### src/rtl/restoring_divider.sv
// Sequential unsigned restoring divider: one quotient bit per clock, start/busy/done handshake.
// A zero divisor completes on the accepting edge with an all-ones quotient and the dividend as remainder.
module restoring_divider #(
  parameter int WIDTH = 16
) (
  input  logic             clk,
  input  logic             rst_n,
  input  logic             start,
  input  logic [WIDTH-1:0] dividend,
  input  logic [WIDTH-1:0] divisor,
  output logic             busy,
  output logic             done,
  output logic [WIDTH-1:0] quotient,
  output logic [WIDTH-1:0] remainder,
  output logic             div_by_zero
);

  localparam int CW = $clog2(WIDTH);
  localparam logic [0:0] IDLE = 1'b0;
  localparam logic [0:0] RUN  = 1'b1;

  logic [0:0]       state;
  logic [CW-1:0]    count;
  logic [WIDTH-1:0] shreg;
  logic [WIDTH-1:0] dsr;
  logic [WIDTH-1:0] prem;
  logic [WIDTH:0]   shifted;
  logic [WIDTH:0]   trial;
  logic             qbit;
  logic [WIDTH-1:0] next_rem;
  logic             last_step;

  // The partial remainder always stays below the divisor, so its top bit is
  // known to be zero and only the shifted/trial values carry WIDTH+1 bits.
  // The dividend register doubles as the quotient register as bits shift in.
  always_comb begin
    shifted  = {prem, shreg[WIDTH-1]};
    trial    = shifted - {1'b0, dsr};
    qbit     = ~trial[WIDTH];
    next_rem = qbit ? trial[WIDTH-1:0] : shifted[WIDTH-1:0];
  end

  assign last_step = (count == CW'(WIDTH - 1));
  assign busy      = (state == RUN);

  always_ff @(posedge clk or negedge rst_n) begin
    if (!rst_n) begin
      state       <= IDLE;
      count       <= '0;
      shreg       <= '0;
      dsr         <= '0;
      prem        <= '0;
      done        <= 1'b0;
      quotient    <= '0;
      remainder   <= '0;
      div_by_zero <= 1'b0;
    end else begin
      done <= 1'b0;
      if (state == IDLE) begin
        if (start) begin
          if (divisor == '0) begin
            done        <= 1'b1;
            div_by_zero <= 1'b1;
            quotient    <= '1;
            remainder   <= dividend;
          end else begin
            shreg <= dividend;
            dsr   <= divisor;
            prem  <= '0;
            count <= '0;
            state <= RUN;
          end
        end
      end else begin
        shreg <= {shreg[WIDTH-2:0], qbit};
        prem  <= next_rem;
        count <= count + 1'b1;
        if (last_step) begin
          quotient    <= {shreg[WIDTH-2:0], qbit};
          remainder   <= next_rem;
          done        <= 1'b1;
          div_by_zero <= 1'b0;
          state       <= IDLE;
        end
      end
    end
  end

endmodule

### config.mk
export PLATFORM = sky130hd
export DESIGN_NAME = restoring_divider
export DESIGN_NICKNAME = d
export VERILOG_FILES = /design/src/rtl/restoring_divider.sv
export SDC_FILE = /design/constraint.sdc
export NUM_CORES = 1
export LEC_CHECK = 0
export ABC_CLOCK_PERIOD_IN_PS = 3900
export CAP_MARGIN = 10
export CELL_PAD_IN_SITES_DETAIL_PLACEMENT = 0
export CELL_PAD_IN_SITES_GLOBAL_PLACEMENT = 1
export CORE_MARGIN = 4
export CORE_UTILIZATION = 42
export DETAILED_ROUTE_END_ITERATION = 16
export PLACE_DENSITY = 0.9
export RECOVER_POWER = 25
export SLEW_MARGIN = 40
export SYNTH_ARGS = -nofsm -noshare
export SYNTH_HDL_FRONTEND = slang
export SYNTH_SLANG_ARGS = --single-unit
### constraint.sdc
create_clock -name clk -period 3.9 [get_ports clk]
set_input_delay 0.39 -clock clk [delete_from_list [all_inputs] [get_ports clk]]
set_output_delay 0.39 -clock clk [all_outputs]
set_load 0.1 [all_outputs]
### Yosys cells after proc, flatten, opt, wreduce, memory -nomap -nowiden

Index checks and enable logic that the tools add are counted.
W data, S select, Z words.

* register bits: 87
* input bits: 35
* output and inout bits: 35
* word-level logic and storage cells: 53

* add/sub/neg operators: 2
* equal/unequal tests: 3
* multiplexer cells: 30
* bitwise gates (word level): 3
* reductions and logical operators: 6

Operator list (count)
* $mux W16: 15
* $sub A17 B16 Y17: 1
* $logic_not A16 Y1: 1
* $mux W1: 12
* $mux W4: 3
* $reduce_and A3 Y1: 2
* $add A4 B1 Y4 const B: 1
* $eq A4 B4 Y1 const B: 1
* $reduce_bool A2 Y1: 2
* $not A1 Y1: 3
* $ne A2 B1 Y1 const B: 1
* $ne A2 B2 Y1 const B: 1
* $reduce_and A2 Y1: 1

### Logic depth before layout (Yosys ltp)

* depth after elaboration: 4
* depth in mapped cells: 12
* gate-level depth less buffers: 11

### Worst setup path before layout

OpenSTA, ideal clock, no wires.

* kind: reg-to-reg
* start point: register shreg[15]
* end point: register remainder[6]
* setup time: 126 ps
* data arrival time: 2643 ps
* required time: 3774 ps
* path slack: 1131 ps
* stages on the path, launching flop included: 12
* buffers on the path: 0
* period minus slack after synthesis: 2769 ps
* cell sequence: dfrtp_1 inv_1 ha_1 fa_1 nand2b_1 a21oi_1 o2111ai_1 a31oi_1 a211oi_4 xnor2_4 mux2_4 a221o_1

* cells in the longest elaborated chain, start to end: 4

Ends and longest elaborated chain
* start, declared: RTL line 24 `logic [WIDTH-1:0] shreg;`
* start signal, assigned: RTL line 67 `shreg <= dividend;`
* start signal, assigned: RTL line 75 `shreg <= {shreg[WIDTH-2:0], qbit};`
* $sub A17 B16 Y17: RTL line 38 `trial = shifted - {1'b0, dsr};`
* $mux W16: RTL line 40 `next_rem = qbit ? trial[WIDTH-1:0] : shifted[WIDTH-1:0];`
* $mux W16: RTL line 78 `if (last_step) begin`
* $mux W16: RTL line 59 `if (state == IDLE) begin`
* end signal, assigned: RTL line 65 `remainder <= dividend;`
* end signal, assigned: RTL line 80 `remainder <= next_rem;`
* end, declared: RTL line 14 `output logic [WIDTH-1:0] remainder,`

Every way passes these cells. The select of a mux whose other input is x is not followed.
A chain may end at the register's enable or synchronous reset.

### Final worst setup path

* start point: register shreg[15]
* end point: register remainder[0]

* cells in the longest elaborated chain, start to end: 4

Ends and longest elaborated chain (RTL line)
* $sub A17 B16 Y17: 38
* $mux W16 *: 40
* $mux W16 *: 78
* $mux W16 *: 59

Mark *: on every way between the ends. The rest lies on a longest branch, timed or not. The select of a mux whose other input is x is not followed.

==> impl_metrics.toml <==
[outcome]
outcome = "finished, violations left"
violations = "capacitance limit, slew limit"

[layout]
multiInputGateArea_um2 = 2240
register_area_um2 = 2178
stdcell_count = 663
drive_above_1_share_pct = 12.90
syn2layout_area_growth_pct = 17.68
fill_cells = 940
num_antenna_cells = 0
nets = 575

[clocking]
cts_buffers = 9
cts_max_level = 3
cts.sinks = 87
cts_resized = 0
clk_latency_ns = 0.37
path_clk_slew_ns = 0.10
cts_setup_buffers = 0
clockBufferDepth = 2
cts_hold_buffers = 0
cts-root-buf = "clkbuf_8"
cts_tree = "done"

[floorplan]
start_util_pct = 43.71
dieArea_um2 = 12670
die_x_um = 112.6
core_area_um2 = 10510
dieHeight_um = 112.6
rows = 37
io_pins = 70

[global_routing]
grt_pass1_vias = 3630
grt_first_pass_wirelength_um = 18510
antenna_found_initial = 0
grt_usage_pct = 18.08
globalRoute.totalOverflow = 0
grt_max_degree = 88

[timing]
finalHoldViolCount = 0
clock_skew_ns = 0.01195
fmax_ghz = 0.3032
timing.hold.ws_ns = 0.4888
min_period_ns = 3.298
fin_crit_sh_pct = 84.56
drv_slew = 88
max_slew.worst_pin.slew_ns = 2.144
setup_tns_ns = 0
rsz0062_at_grt = "false"
setup_viol_count_final = 0
slew-limit-headroom_pct = -42.96

[route]
drt_iter0_markers = 197
drc = 0
vias_per_cell = 5.575
drtPass1Iterations = 4
wirelength_um = 11120
vias = 3696
wire_per_inst_um = 16.77
final_antenna_net_count = 0

[setup_path]
start_kind = "flop"
cp-startpoint = "shreg[15]$_DFFE_PN0P_"
r2r_slack_ns = 0.60
max_stage_delay_ns = 0.45
path_class = "reg -> reg"
worstPathArrival_ns = 3.59
endpoint_kind = "flop"
setup.worst_path.end = "remainder[0]$_DFFE_PN0P_"
reg2reg_to = "remainder[0]$_DFFE_PN0P_"
r2r_start = "shreg[15]$_DFFE_PN0P_"
critPathRequiredTime_ns = 4.19
cp_cell_sequence = "inv_1, ha_1, fa_1, nand2b_1, a21oi_1, o2111ai_1, a31oi_1, a211oi_4, xnor2_4, buf_4, mux2_2, o21ai_0"
crit_fanout = 11
ff2ff_path_depth = 12
cp_slowest_cell = "xnor2_4"

[placed_design]
place_inst = 647
portBuffers = 69
hpwl_um = 8094
gp_congestion = 0.8258

[logic_synthesis]
synthCells = 461
syn_nets = 514
ys_seq_elements = 87
ys_warn_count = 0
synth.top_cell.area_share_pct = 47.40
synth_flop_cell = "dfrtp_1"
ys_types = 50
yosys.area.top_type = "dfrtp_1"
synth-edff-count = 0
ys_seq_area_share_pct = 47.40
synth.area.top_cells = "dfrtp_1 (47%), mux2i_1 (7.8%), o21ai_0 (6.1%), nand2_1 (4.9%), ha_1 (4.6%)"
syn_area_um2 = 4593
syn_area_per_cell_um2 = 9.963
async_flop_share_pct = 100.0

[worst_hold_path]
min_path_type = "reg -> reg"
hold_path_startpoint = "quotient[15]$_DFFE_PN0P_"

[flow_run]
drv_cap = 1
state kept, by name, indices dropped and copies added, names as in the netlist:
register / flops
quotient: 16
remainder: 16
shreg: 16
done: 1
div_by_zero: 1
count: 4
dsr: 16
busy: 1
prem: 16
worst min-delay path by stage:
stage	to	cells past startpoint
5_1_grt	quotient[11]$_DFFE_PN0P_	1
3_3_place_gp	quotient[15]$_DFFE_PN0P_	1
4_1_cts	dsr[11]$_DFFE_PN0P_	1
6_report	quotient[15]$_DFFE_PN0P_	1
2_1_floorplan	busy$_DFF_PN0_	0
3_5_place_dp	quotient[15]$_DFFE_PN0P_	1
area by class of cell:
class / instances / area share [%]
multi-input combinational: 328 / 41.44
sequential: 87 / 40.30
timing repair buffer: 75 / 10.28
tap: 136 / 3.148
clock buffer: 11 / 2.616
inverter: 21 / 1.458
clock inverter: 5 / 0.7639
logic make-up after synthesis:
family	share of synthesized area [%]
multiplexers	9.480
flip-flops	47.40
adder cells (fa/ha/maj)	5.067
XOR/XNOR	2.506
AND/OR/NAND/NOR	13.76
AO/OA/AOI/OAI	17.92
buffers and inverters	3.868
layout by cell type (no fill, tap or decap), types with 2 or more instances in the layout:
cell	n
a22o_1	3
nand3b_1	5
mux2_4	2
clkdlybuf4s50_1	33
a221o_1	3
nand2_1	60
inv_1	20
a31oi_1	3
xor2_1	3
buf_2	35
a21o_1	7
nor3_1	4
o21ai_0	56
o211ai_1	4
mux2_2	4
mux2i_1	36
or3_1	7
buf_4	6
nand4_1	6
o22a_1	16
nor2b_1	2
ha_1	17
a21oi_1	24
xnor2_1	7
dfrtp_1	86
nand2b_1	9
nand3_1	7
nor4_1	4
clkbuf_8	10
nor3b_1	8
nor2_1	11
and3_1	3
metrics by stage:
stage / util, % / setup WS, ns / area [um^2]
4_1_cts: 51.49 / 0.5816 / 5411
2_1_floorplan: - / 1.131 / 4593
5_1_grt: 51.43 / 0.3551 / 5405
3_5_place_dp: 49.76 / 0.6150 / 5229
3_3_place_gp: 51.38 / 0.7259 / 5399
6_report: 51.43 / 0.6020 / 5405
per-layer routing:
metal | vias to the layer above | GRT usage [%] | wire, um
met1 | 1787 | 25.23 | 4995
met4 | 0 | 7.452 | 320
li1 | 1780 | - | -
met2 | 104 | 27.76 | 5252
met5 | - | 0 | 0
met3 | 25 | 3.288 | 548
critical path, delay by kind of cell, from the launching register on:
kind | cells | cell delay (ns)
fa+ha+maj | 2 | 0.62
mux | 1 | 0.35
simple gates | 1 | 0.17
buf+inv | 2 | 0.31
flops | 1 | 0.36
compound gates | 5 | 0.95
xor+xnor | 1 | 0.45
cell usage after synthesis (all sizes together) (2+ instances only):
library cell / n
nor4: 4
inv: 20
nor3: 4
buf: 5
nor2b: 2
dfrtp: 87
xnor2: 8
nand3: 7
o22a: 16
a21oi: 24
xor2: 3
clkbuf: 20
nand4: 6
nand2b: 9
o21ai: 57
a221o: 3
nor3b: 8
ha: 17
or3: 7
mux2i: 36
a211oi: 2
nand2: 60
a31oi: 3
a21o: 7
mux2: 6
o211ai: 5
nor2: 11
and3: 3
a22o: 3
nand3b: 5
Power is not shown: default switching activity piles up to over one toggle a cycle in this logic, so the estimate is an artifact.
